===== src/rtl/dm_port_arbiter.sv =====
// ---------------------------------------------------------------------------
// dm_port_arbiter
//
// Shares the single-ported data memory between the pipeline MEM stage
// (port 0) and a secondary master such as a loader, debug or DMA (port 1).
// One request is granted per cycle. The granted port drives the memory's
// word address, byte enables and write data. Read data comes back one cycle
// later as a full 32-bit word. Any lane select or sign extension is left to
// the requester.
//
// Port 0 has fixed priority. If DM_ARB_FAIR_EN is defined, a saturating
// wait counter is added. Once port 1 has been refused STARVE_MAX cycles in
// a row, it wins the next contended cycle. Without the macro the arbiter is
// strict priority and carries no counter state.
//
// Parameters
//   STARVE_MAX  refused cycles of port 1 before it is forced through (1..15)
//
// Ports
//   clk, rst              clock, synchronous active-high reset
//   reqN/weN              request and write flag, port N
//   addrN/beN/wdataN      byte address (bits [15:2] used), byte enables, data
//   gntN                  combinational grant; the access happens this cycle
//   rvalidN/rdataN        registered read return, one cycle after the grant
//   stall0                port 0 requested but was refused this cycle
//   mem_*                 memory side: enable, write, byte enables, word
//                         index, write data, combinational read data
// ---------------------------------------------------------------------------
module dm_port_arbiter #(
    parameter int unsigned STARVE_MAX = 4
) (
    input  logic        clk,
    input  logic        rst,

    input  logic        req0,
    input  logic        we0,
    input  logic [31:0] addr0,
    input  logic [3:0]  be0,
    input  logic [31:0] wdata0,
    output logic        gnt0,
    output logic        rvalid0,
    output logic [31:0] rdata0,
    output logic        stall0,

    input  logic        req1,
    input  logic        we1,
    input  logic [31:0] addr1,
    input  logic [3:0]  be1,
    input  logic [31:0] wdata1,
    output logic        gnt1,
    output logic        rvalid1,
    output logic [31:0] rdata1,

    output logic        mem_en,
    output logic        mem_we,
    output logic [3:0]  mem_be,
    output logic [13:0] mem_addr,
    output logic [31:0] mem_wdata,
    input  logic [31:0] mem_rdata
);

    if (STARVE_MAX < 1 || STARVE_MAX > 15) begin : g_bad_starve_max
        $error("dm_port_arbiter: STARVE_MAX must be in 1..15");
    end

    // -----------------------------------------------------------------------
    // Grant selection
    // -----------------------------------------------------------------------
`ifdef DM_ARB_FAIR_EN
    logic [3:0] wait_cnt_q, wait_cnt_d;
    logic       starved;

    // Port 1 has been refused STARVE_MAX times, so it takes the next
    // contended cycle.
    assign starved = (wait_cnt_q == STARVE_MAX[3:0]);

    always_comb begin
        gnt0 = req0 & ~(req1 & starved);
        gnt1 = req1 & (~req0 | starved);
    end

    // Count consecutive refusals of port 1. The count clears as soon as
    // port 1 is served or stops asking, so the "consecutive" meaning holds.
    always_comb begin
        wait_cnt_d = wait_cnt_q;
        if (!req1 || gnt1) begin
            wait_cnt_d = 4'd0;
        end else if (!starved) begin
            wait_cnt_d = wait_cnt_q + 4'd1;
        end
    end

    always_ff @(posedge clk) begin
        if (rst) begin
            wait_cnt_q <= 4'd0;
        end else begin
            wait_cnt_q <= wait_cnt_d;
        end
    end
`else
    always_comb begin
        gnt0 = req0;
        gnt1 = req1 & ~req0;
    end
`endif

    assign stall0 = req0 & ~gnt0;

    // -----------------------------------------------------------------------
    // Memory-side mux
    // -----------------------------------------------------------------------
    // Port 1 fields are selected only when port 1 holds the grant. In every
    // other case, including idle, port 0 drives the bus. The address and
    // data are don't-care while mem_en is low.
    always_comb begin
        mem_en    = gnt0 | gnt1;
        mem_we    = (gnt0 & we0) | (gnt1 & we1);
        mem_addr  = addr0[15:2];
        mem_be    = be0;
        mem_wdata = wdata0;
        if (gnt1) begin
            mem_addr  = addr1[15:2];
            mem_be    = be1;
            mem_wdata = wdata1;
        end
    end

    // Only the word index bits of the byte address reach the memory.
    logic unused_addr_bits;
    assign unused_addr_bits = ^{addr0[31:16], addr0[1:0], addr1[31:16], addr1[1:0]};

    // -----------------------------------------------------------------------
    // Read return
    // -----------------------------------------------------------------------
    logic        rvalid0_q, rvalid0_d;
    logic        rvalid1_q, rvalid1_d;
    logic [31:0] rdata0_q,  rdata0_d;
    logic [31:0] rdata1_q,  rdata1_d;

    // rvalid lasts exactly one cycle. rdata loads only on a granted read,
    // so it keeps the last returned word between reads.
    always_comb begin
        rvalid0_d = gnt0 & ~we0;
        rvalid1_d = gnt1 & ~we1;
        rdata0_d  = rvalid0_d ? mem_rdata : rdata0_q;
        rdata1_d  = rvalid1_d ? mem_rdata : rdata1_q;
    end

    // Reset drops a read that is still in flight. A write granted in a
    // reset cycle still reaches the memory through the combinational bus.
    always_ff @(posedge clk) begin
        if (rst) begin
            rvalid0_q <= 1'b0;
            rvalid1_q <= 1'b0;
            rdata0_q  <= 32'd0;
            rdata1_q  <= 32'd0;
        end else begin
            rvalid0_q <= rvalid0_d;
            rvalid1_q <= rvalid1_d;
            rdata0_q  <= rdata0_d;
            rdata1_q  <= rdata1_d;
        end
    end

    assign rvalid0 = rvalid0_q;
    assign rvalid1 = rvalid1_q;
    assign rdata0  = rdata0_q;
    assign rdata1  = rdata1_q;

endmodule


===== config.mk =====
export PLATFORM = sky130hd
export DESIGN_NAME = dm_port_arbiter
export DESIGN_NICKNAME = d
export VERILOG_FILES = /design/src/rtl/dm_port_arbiter.sv
export SDC_FILE = /design/constraint.sdc
export NUM_CORES = 1
export LEC_CHECK = 0
export CAP_MARGIN = 10
export CORE_ASPECT_RATIO = 0.8
export CORE_MARGIN = 10
export CORE_UTILIZATION = 30
export CTS_CLUSTER_DIAMETER = 150
export CTS_CLUSTER_SIZE = 28
export DETAILED_ROUTE_END_ITERATION = 16
export PLACE_DENSITY = 0.82
export SETUP_SLACK_MARGIN = 0.4
export SYNTH_ARGS = -nofsm -noshare
export SYNTH_HDL_FRONTEND = slang
export SYNTH_SLANG_ARGS = --single-unit

===== constraint.sdc =====
create_clock -name clk -period 1.25 [get_ports clk]
set_input_delay 0.25 -clock clk [delete_from_list [all_inputs] [get_ports clk]]
set_output_delay 0.25 -clock clk [all_outputs]
set_load 0.02 [all_outputs]

==> flow_summary.yaml, run 1 <==
outcome:
  status: "complete, but fails checks"
  violations: "negative setup slack"
floorplan:
  pin_count: 295
  die-area_um2: 14200
  core-area_um2: 9610
  start_util_pct: 30.6
  die_width_um: 131
  rows: 32
  dieHeight_um: 109
routing:
  wl_met3_um: 1940
  drtAntennaViolNets: 0
  drtIter0Drc: 271
  totalWireLength_um: 22500
  drt_pass1_iterations: 4
  drc: 0
  vias: 4655
  routed_via_density: 5.22
  wl_met1_um: 7510
  wl_per_cell_um: 25.3
  top_layer: "met4"
  met2WireLength_um: 12200
finish:
  drive_gt1_share_pct: 71.9
  nFillCells: 348
  multi_input_area_um2: 2910
  areaGrowthSynthToFinish_pct: 197
  nNetsFinal: 942
  post-route-util_pct: 90.8
  seq_area_um2: 1430
  n_antenna_cell: 0
placed_design:
  numPortBuffers: 257
  gp_congestion: 0.843
  dp_hpwl_um: 11900
yosys:
  synthTopCellsByArea: "dfxtp_1 45%, nand2_1 35%, a21oi_1 11%"
  synth_top_area_share_pct: 44.9
  synth_edf_count: 0
  yosysMostFrequentCell: "nand2_1"
  ys_warn_count: 0
  seq_area_frac_synth_pct: 44.9
  yosys_most_used_dff: "dfxtp_1"
  ys_ff_latch: 66
  yosys.area.top_type: "dfxtp_1"
  ys_types: 16
  synth_common_cells: "278 x nand2_1, 66 x dfxtp_1, 64 x a21oi_1"
  synth_nets: 628
  synth.avg_cell_area_um2: 6.48
  netlist_area_um2: 2940
  synthCells: 454
  async_reset_ff_share_pct: 0
critical_path:
  required_ps: 1000
  path_buf_inv: 4
  slowest_stage: "nand2b_4"
  path_delay_family: "buffers and inverters"
  crit_path_max_incr_delay_ps: 200
  end_kind: "primary output"
  crit_chain: "buf_8, nand2b_4, buf_12, clkbuf_16, nand2_4, nand2_4, buf_6"
  cp_max_fo: 7
  reg2reg_slack_ps: 410
  crit_type: "in -> out"
  crit_path_frequent_cell: "nand2_4"
  startpoint_type: "input pin"
  critPathArrivalTime_ps: 1160
pwr:
  p_leak_uw: 0.00390
  power.density_nw_per_um2: 888
  switching_share_pct: 30.7
  pwr-share-comb_pct: 34.4
  p_seq_share_pct: 29.5
  p_int_uw: 5370
  switchingPower_uw: 2380
  clock_power_share_pct: 36.1
  finalPower_uw: 7750
  max-vdd-ir-drop_uv: 868
grt:
  grt_max_degree: 67
  overflow: 0
  antenna_found_initial: 0
  grt_first_pass_wirelength_um: 25800
  track_usage_pct: 23.8
  grt_pass1_vias: 4507
timing:
  slew_violations: 0
  fin_skew_ps: 0
  fin_ws_ps: -165
  hold_viol_final: 0
  rsz0062_at_grt: "true"
  setup_viol: 77
  fmax_mhz: 707
  finalCriticalPeriod_ps: 1410
  post-route-period-util_pct: 113
worst_hold_path:
  min_path_type: "in -> reg"
clocking:
  clock_path_buffers: 2
  clockRootBuffer: "clkbuf_16"
  cts_tree: "built"
  ctsHtreeMaxLevel: 3
  path_clk_slew_ps: 60
  clock_latency_ps: 330
  cts_hold_buf: 0
  numCtsBuffers: 9
  cts.sinks: 66
job:
  drv_cap: 0
layer usage:
layer,vias to the layer above,global-route usage [%]
met1,2269,24.2
met5,-,0
li1,2058,-
met2,263,43.4
met4,0,7.53
met3,65,9.88
registers in the layout (all words and copies together) (netlist names):
signal   cells
rvalid1      1
rdata1      32
rdata0      32
rvalid0      1
worst min-delay path: cells and delay by family:
kind                   cells  cell delay, ps
AND/OR/NAND/NOR            1             130
buffers and inverters      2             340
final cells by class:
cell class              count  area share [%]
clock inverters             6            1.02
inverters                   1           0.129
multi-input cells         352            33.3
clock buffers              10            2.74
flip-flops and latches     66            16.4
repair inverters            1          0.0717
well taps                 119            1.71
repair buffers            337            44.7
final timing paths:
check / from / endpoint / depth (start not counted)
setup / recovery: req0 / mem_addr[9] / 7
hold / removal: rst / rvalid1$_SDFF_PP0_ / 3
setup reg to reg: rdata0[25]$_SDFFE_PP0P_ / rdata0[25]$_SDFFE_PP0P_ / 4
hold reg to reg: rdata0[14]$_SDFFE_PP0P_ / rdata0[14]$_SDFFE_PP0P_ / 2
cells in the final DEF, fill, tap and decap left out:
cell type,Yosys,final
a21oi_1,64,7
a21oi_2,0,56
a21oi_4,0,1
a22o_1,1,1
buf_12,0,16
buf_16,0,10
buf_2,19,1
buf_4,2,34
buf_6,3,133
buf_8,0,2
bufinv_16,0,2
clkbuf_16,0,16
clkbuf_8,0,1
clkdlybuf4s50_1,0,132
clkinv_2,0,1
clkinvlp_4,0,2
conb_1,1,1
dfxtp_2,0,56
dfxtp_4,0,10
dlygate4sd2_1,0,2
inv_4,0,1
inv_6,0,1
inv_8,0,1
nand2_1,278,73
nand2_2,0,65
nand2_4,0,140
nand2b_4,0,2
nor2_1,2,1
nor2_4,0,1
nor2b_4,0,1
nor3b_4,0,1
or2_4,0,1
or3b_4,0,1
kinds of logic after synthesis:
kind of cell	after synthesis	share of synthesized area, %
buffers and inverters	36	6.43
AND/OR/NAND/NOR	286	37.3
AO/OA/AOI/OAI	65	11.2
other	1	0.128
flip-flops	66	44.9
what timing repair did:
item,in CTS,in global routing
setup endpoints to repair,186,185
buffers inserted,18,27
gates resized for setup,831,275
pin swaps,44,124
cloned,10,8
per-stage QoR:
step           setup slack [ps]  cells  TNS [ps]  hold slack (ps)  instance area [um^2]
2_1_floorplan               125    454         0              386                  3430
3_3_place_gp               -909    813    -70920              438                  6120
3_5_place_dp               -943    813    -76070              443                  6120
4_1_cts                    -136    857     -5880              388                  7310
5_1_grt                    -179    892     -8850              468                  8730
6_report                   -165    892     -7370              455                  8730
power by group through the flow:
stage	sequential (uW)	clock [uW]	combinational [uW]
5_1_grt	2290	2930	2770
4_1_cts	2260	2770	2140
6_report	2280	2800	2670
2_1_floorplan	2370	0	705
3_5_place_dp	2280	0	1860
3_3_place_gp	2270	0	1840
Note: power is estimated with default switching activity, not from simulation.
==> run 2: changes to the inputs <==
CTS_CLUSTER_DIAMETER = 50   (was 150)
SKIP_LAST_GASP = 1   (was not set)
==> flow_summary.yaml, run 2 (synthesis gave the netlist of run 1 again) <==
pwr:
  power.density_nw_per_um2: 888
  p_leak_uw: 0.00385
  max-vdd-ir-drop_uv: 830
finish:
  stdcell_area_um2: 8700
  mostFrequentLayoutCells: "134 x nand2_4, 132 x clkdlybuf4s50_1, 129 x buf_6, 83 x nand2_1, 61 x nand2_2"
  areaGrowthSynthToFinish_pct: 196
  nNetsFinal: 942
  fin_cells: 893
  layout_commonest_cell: "nand2_4"
  drive_gt1_share_pct: 71.0
  nFillCells: 353
clocking:
  numCtsBuffers: 9
  clock_latency_ps: 330
  clockRootBuffer: "clkbuf_16"
  ctsHtreeMaxLevel: 3
  clock_path_buffers: 2
  cts_tree: "built"
  path_clk_slew_ps: 60
  cts_hold_buf: 0
  cts.sinks: 66
floorplan:
  dieHeight_um: 109
  die-area_um2: 14200
  start_util_pct: 30.6
  pin_count: 295
  core-area_um2: 9610
  rows: 32
  die_width_um: 131
timing:
  rsz0062_at_grt: "true"
  hold_viol_final: 0
  finalCriticalPeriod_ps: 1460
  fin_skew_ps: 0
  setup_tns_ps: -7670
  fin_ws_ps: -205
  slew_violations: 0
  post-route-period-util_pct: 116
  whs_ps: 464
  setup_viol: 80
  fmax_mhz: 687
routing:
  drc: 0
  drtAntennaViolNets: 0
  drtIter0Drc: 268
  totalWireLength_um: 22200
  drt_pass1_iterations: 4
  routed_via_density: 5.19
  vias: 4638
  wl_per_cell_um: 24.9
grt:
  overflow: 0
  grt_first_pass_wirelength_um: 25600
  grt_max_degree: 67
  track_usage_pct: 23.7
  grt_pass1_vias: 4520
  antenna_found_initial: 1
critical_path:
  path_delay_family: "buffers and inverters"
  required_ps: 1000
  r2r-start: "rdata1[0]$_SDFFE_PP0P_"
  worstRegToRegCells: 4
  cp_max_fo: 7
  crit_type: "in -> out"
  slowest_stage: "nand2b_4"
  reg2reg_slack_ps: 410
  crit_path_max_incr_delay_ps: 200
  worstReg2RegEnd: "rdata1[0]$_SDFFE_PP0P_"
  startpoint: "req0"
  path_buf_inv: 4
  crit_chain: "buf_8, nand2b_4, buf_12, buf_12, nand2_2, nand2_4, buf_4"
  critPathArrivalTime_ps: 1210
  end_kind: "primary output"
  startpoint_type: "input pin"
  crit_path_frequent_cell: "buf_12"
outcome:
  status: "complete, but fails checks"
  violations: "negative setup slack"
worst_hold_path:
  min_path_type: "reg -> reg"
  hold_end: "rdata0[14]$_SDFFE_PP0P_"
  min_from: "rdata0[14]$_SDFFE_PP0P_"
  hold_depth: 2
placed_design:
  dp_hpwl_um: 11900
  gp_congestion: 0.843
  dpl_cell_area_um2: 6120
  placed_cells: 813
  numPortBuffers: 257
job:
  drv_cap: 0
==> run 2: metal layers <==
metal  GRT usage [%]  up-vias  wire, um
li1                -     2048         -
met1            23.6     2246      7520
met2            43.2      260     11600
met3            9.59       84      1900
met4            9.35        0      1250
met5               0        -         0
==> run 2: worst reg2reg max path: cells and delay by family, from the launching register on <==
| family | cells | cell delay [ps] |
|---|---|---|
| AND/OR/NAND/NOR | 1 | 70 |
| buffers and inverters | 2 | 260 |
| AO/OA/AOI/OAI | 1 | 50 |
| flip-flops | 1 | 330 |
==> run 2: worst max-delay path by stage <==
stage	endpoint	slack [ps]	cells after the start
2_1_floorplan	mem_addr[10]	120	6
3_3_place_gp	mem_wdata[30]	-910	7
3_5_place_dp	mem_addr[5]	-940	7
4_1_cts	mem_wdata[13]	-140	7
5_1_grt	mem_be[0]	-230	7
6_report	mem_be[0]	-210	7
==> run 2: cell type report <==
| class | count | area [um^2] | area share (%) |
|---|---|---|---|
| Inverter | 1 | 11.3 | 0.129 |
| Timing Repair inverter | 1 | 6.26 | 0.0719 |
| Timing Repair Buffer | 337 | 3900 | 44.8 |
| Clock buffer | 10 | 239 | 2.75 |
| Clock inverter | 6 | 88.8 | 1.02 |
| Antenna cell | 1 | 2.50 | 0.0288 |
| Tap cell | 119 | 149 | 1.71 |
| Multi-Input combinational cell | 352 | 2870 | 33.0 |
| Sequential cell | 66 | 1430 | 16.4 |
==> run 2: what timing repair did <==
action | CTS | global route
setup endpoints to repair | 186 | 185
gates resized for setup | 805 | 285
setup buffers | 18 | 26
pin swaps | 33 | 130
gates cloned | 10 | 9
==> run 2: through the flow <==
step	util [%]	total power [uW]	setup slack, ps
2_1_floorplan	-	3080	125
6_report	90.5	7720	-205
4_1_cts	75.4	7150	-136
3_3_place_gp	63.6	4110	-909
3_5_place_dp	63.6	4140	-943
5_1_grt	90.5	7940	-226
==> run 2: power by group <==
part	switching [uW]	internal (uW)	total, uW
Clock	989	1800	2790
Sequential	92.9	2190	2280
Combinational	1270	1370	2650
==> run 3: changes to the inputs <==
CTS_BUF_LIST = sky130_fd_sc_hd__clkbuf_4   (was not set)
==> flow_summary.yaml, run 3 (synthesis gave the netlist of run 1 again) <==
outcome:
  status: "complete, but fails checks"
  violations: "negative setup slack"
routing:
  totalWireLength_um: 22600
  drt_pass1_iterations: 4
  drc: 0
  wl_per_cell_um: 25.6
  drtIter0Drc: 279
  vias: 4640
  routed_via_density: 5.24
  drtAntennaViolNets: 0
placed_design:
  dp_hpwl_um: 11900
  post-place-ws_ps: -943
  gp_congestion: 0.843
  numPortBuffers: 257
timing:
  finalCriticalPeriod_ps: 1490
  rsz0062_at_grt: "true"
  hold_viol_final: 0
  slew_violations: 0
  fmax_mhz: 670
  setup_viol: 65
  whs_ps: 341
  post-route-period-util_pct: 119
  fin_skew_ps: 0
  fin_ws_ps: -243
critical_path:
  crit_path_max_incr_delay_ps: 200
  critPathArrivalTime_ps: 1240
  slowest_stage: "nand2b_4"
  required_ps: 1000
  cp_max_fo: 6
  worstRegToRegCells: 4
  crit_chain: "buf_8, nand2b_4, inv_8, buf_4, nand2_1, nand2_2, buf_6"
  crit_type: "in -> out"
  end_kind: "primary output"
  startpoint_type: "input pin"
finish:
  areaGrowthSynthToFinish_pct: 191
  nNetsFinal: 933
  multi_input_area_um2: 3020
  drive_gt1_share_pct: 73.2
  layout_commonest_cell: "nand2_4"
  mostFrequentLayoutCells: "156 x nand2_4, 132 x clkdlybuf4s50_1, 130 x buf_6, 64 x nand2_1, 63 x dfxtp_2"
  nFillCells: 371
  seq_area_um2: 1410
pwr:
  finalPower_uw: 6650
  power.density_nw_per_um2: 777
  max-vdd-ir-drop_uv: 560
  p_leak_uw: 0.00390
clocking:
  numCtsBuffers: 9
  clock_path_buffers: 2
  clockRootBuffer: "clkbuf_4"
  cts_hold_buf: 0
  cts.sinks: 66
  path_clk_slew_ps: 120
  clock_latency_ps: 420
  ctsHtreeMaxLevel: 3
  cts_tree: "built"
grt:
  antenna_found_initial: 2
  overflow: 0
  grt_max_degree: 67
  track_usage_pct: 23.2
  grt_pass1_vias: 4491
  grt_first_pass_wirelength_um: 25300
worst_hold_path:
  min_path_type: "in -> reg"
  hold_depth: 3
floorplan:
  pin_count: 295
  start_util_pct: 30.6
  die-area_um2: 14200
  rows: 32
  die_width_um: 131
  dieHeight_um: 109
  core-area_um2: 9610
job:
  drv_cap: 0
==> run 3: cell count changes in the layout (fill, tap and decap cells not counted), sizes merged <==
cell,previous run,this run
clkinv,1,2
clkbuf,18,21
diode,1,2
buf,195,182
==> run 3: repair_timing <==
| item | 4_1_cts | 5_1_grt |
|---|---|---|
| pin swaps | 56 | 125 |
| endpoints found under the setup margin | 186 | 185 |
| cloned | 8 | 14 |
| setup buffers | 18 | 14 |
| gates resized for setup | 838 | 283 |
==> run 3: through the flow <==
step | cells | area [um^2] | utilization, % | setup TNS (ps)
floorplan | 454 | 3430 | - | 0
global placement | 813 | 6120 | 63.6 | -70920
detailed placement | 813 | 6120 | 63.6 | -76070
CTS | 855 | 7090 | 73.8 | -5570
global route | 885 | 8560 | 89.1 | -8280
finish | 885 | 8560 | 89.1 | -7310
==> run 3: worst paths after layout <==
kind | slack (ps) | to | start
worst min-delay path | 340 | rdata0[30]$_SDFFE_PP0P_ | rst
worst min register to register | 470 | rdata0[12]$_SDFFE_PP0P_ | rdata0[12]$_SDFFE_PP0P_
worst max register to register | 400 | rdata1[31]$_SDFFE_PP0P_ | rdata1[31]$_SDFFE_PP0P_
worst max-delay path | -240 | mem_addr[4] | req0
==> run 3: critical path, delay by kind of cell <==
family	cells	cell delay, ps
buffers and inverters	4	520
AND/OR/NAND/NOR	3	480
==> run 3: power by group <==
group	switching [uW]	internal, uW	total (uW)	leakage (uW)
Combinational	1310	1360	2680	0.00326
Sequential	91.6	2200	2290	0.000568
Clock	881	807	1690	0.0000800
Total	2290	4370	6650	0.00390
==> run 3: layer usage <==
layer	part of all wire, %	track usage, %	up-vias
li1	-	-	2038
met1	33	23.1	2241
met2	52	42.7	279
met3	9.4	9.10	82
met4	5.3	8.87	0
met5	0	0	-
==> run 3: cell type report <==
class	instances	area share (%)
Antenna cell	2	0.0584
Clock buffer	9	0.789
Clock inverter	7	1.08
Inverter	1	0.132
Multi-Input combinational cell	352	35.2
Sequential cell	66	16.5
Tap cell	119	1.74
Timing Repair Buffer	328	44.4
Timing Repair inverter	1	0.0731
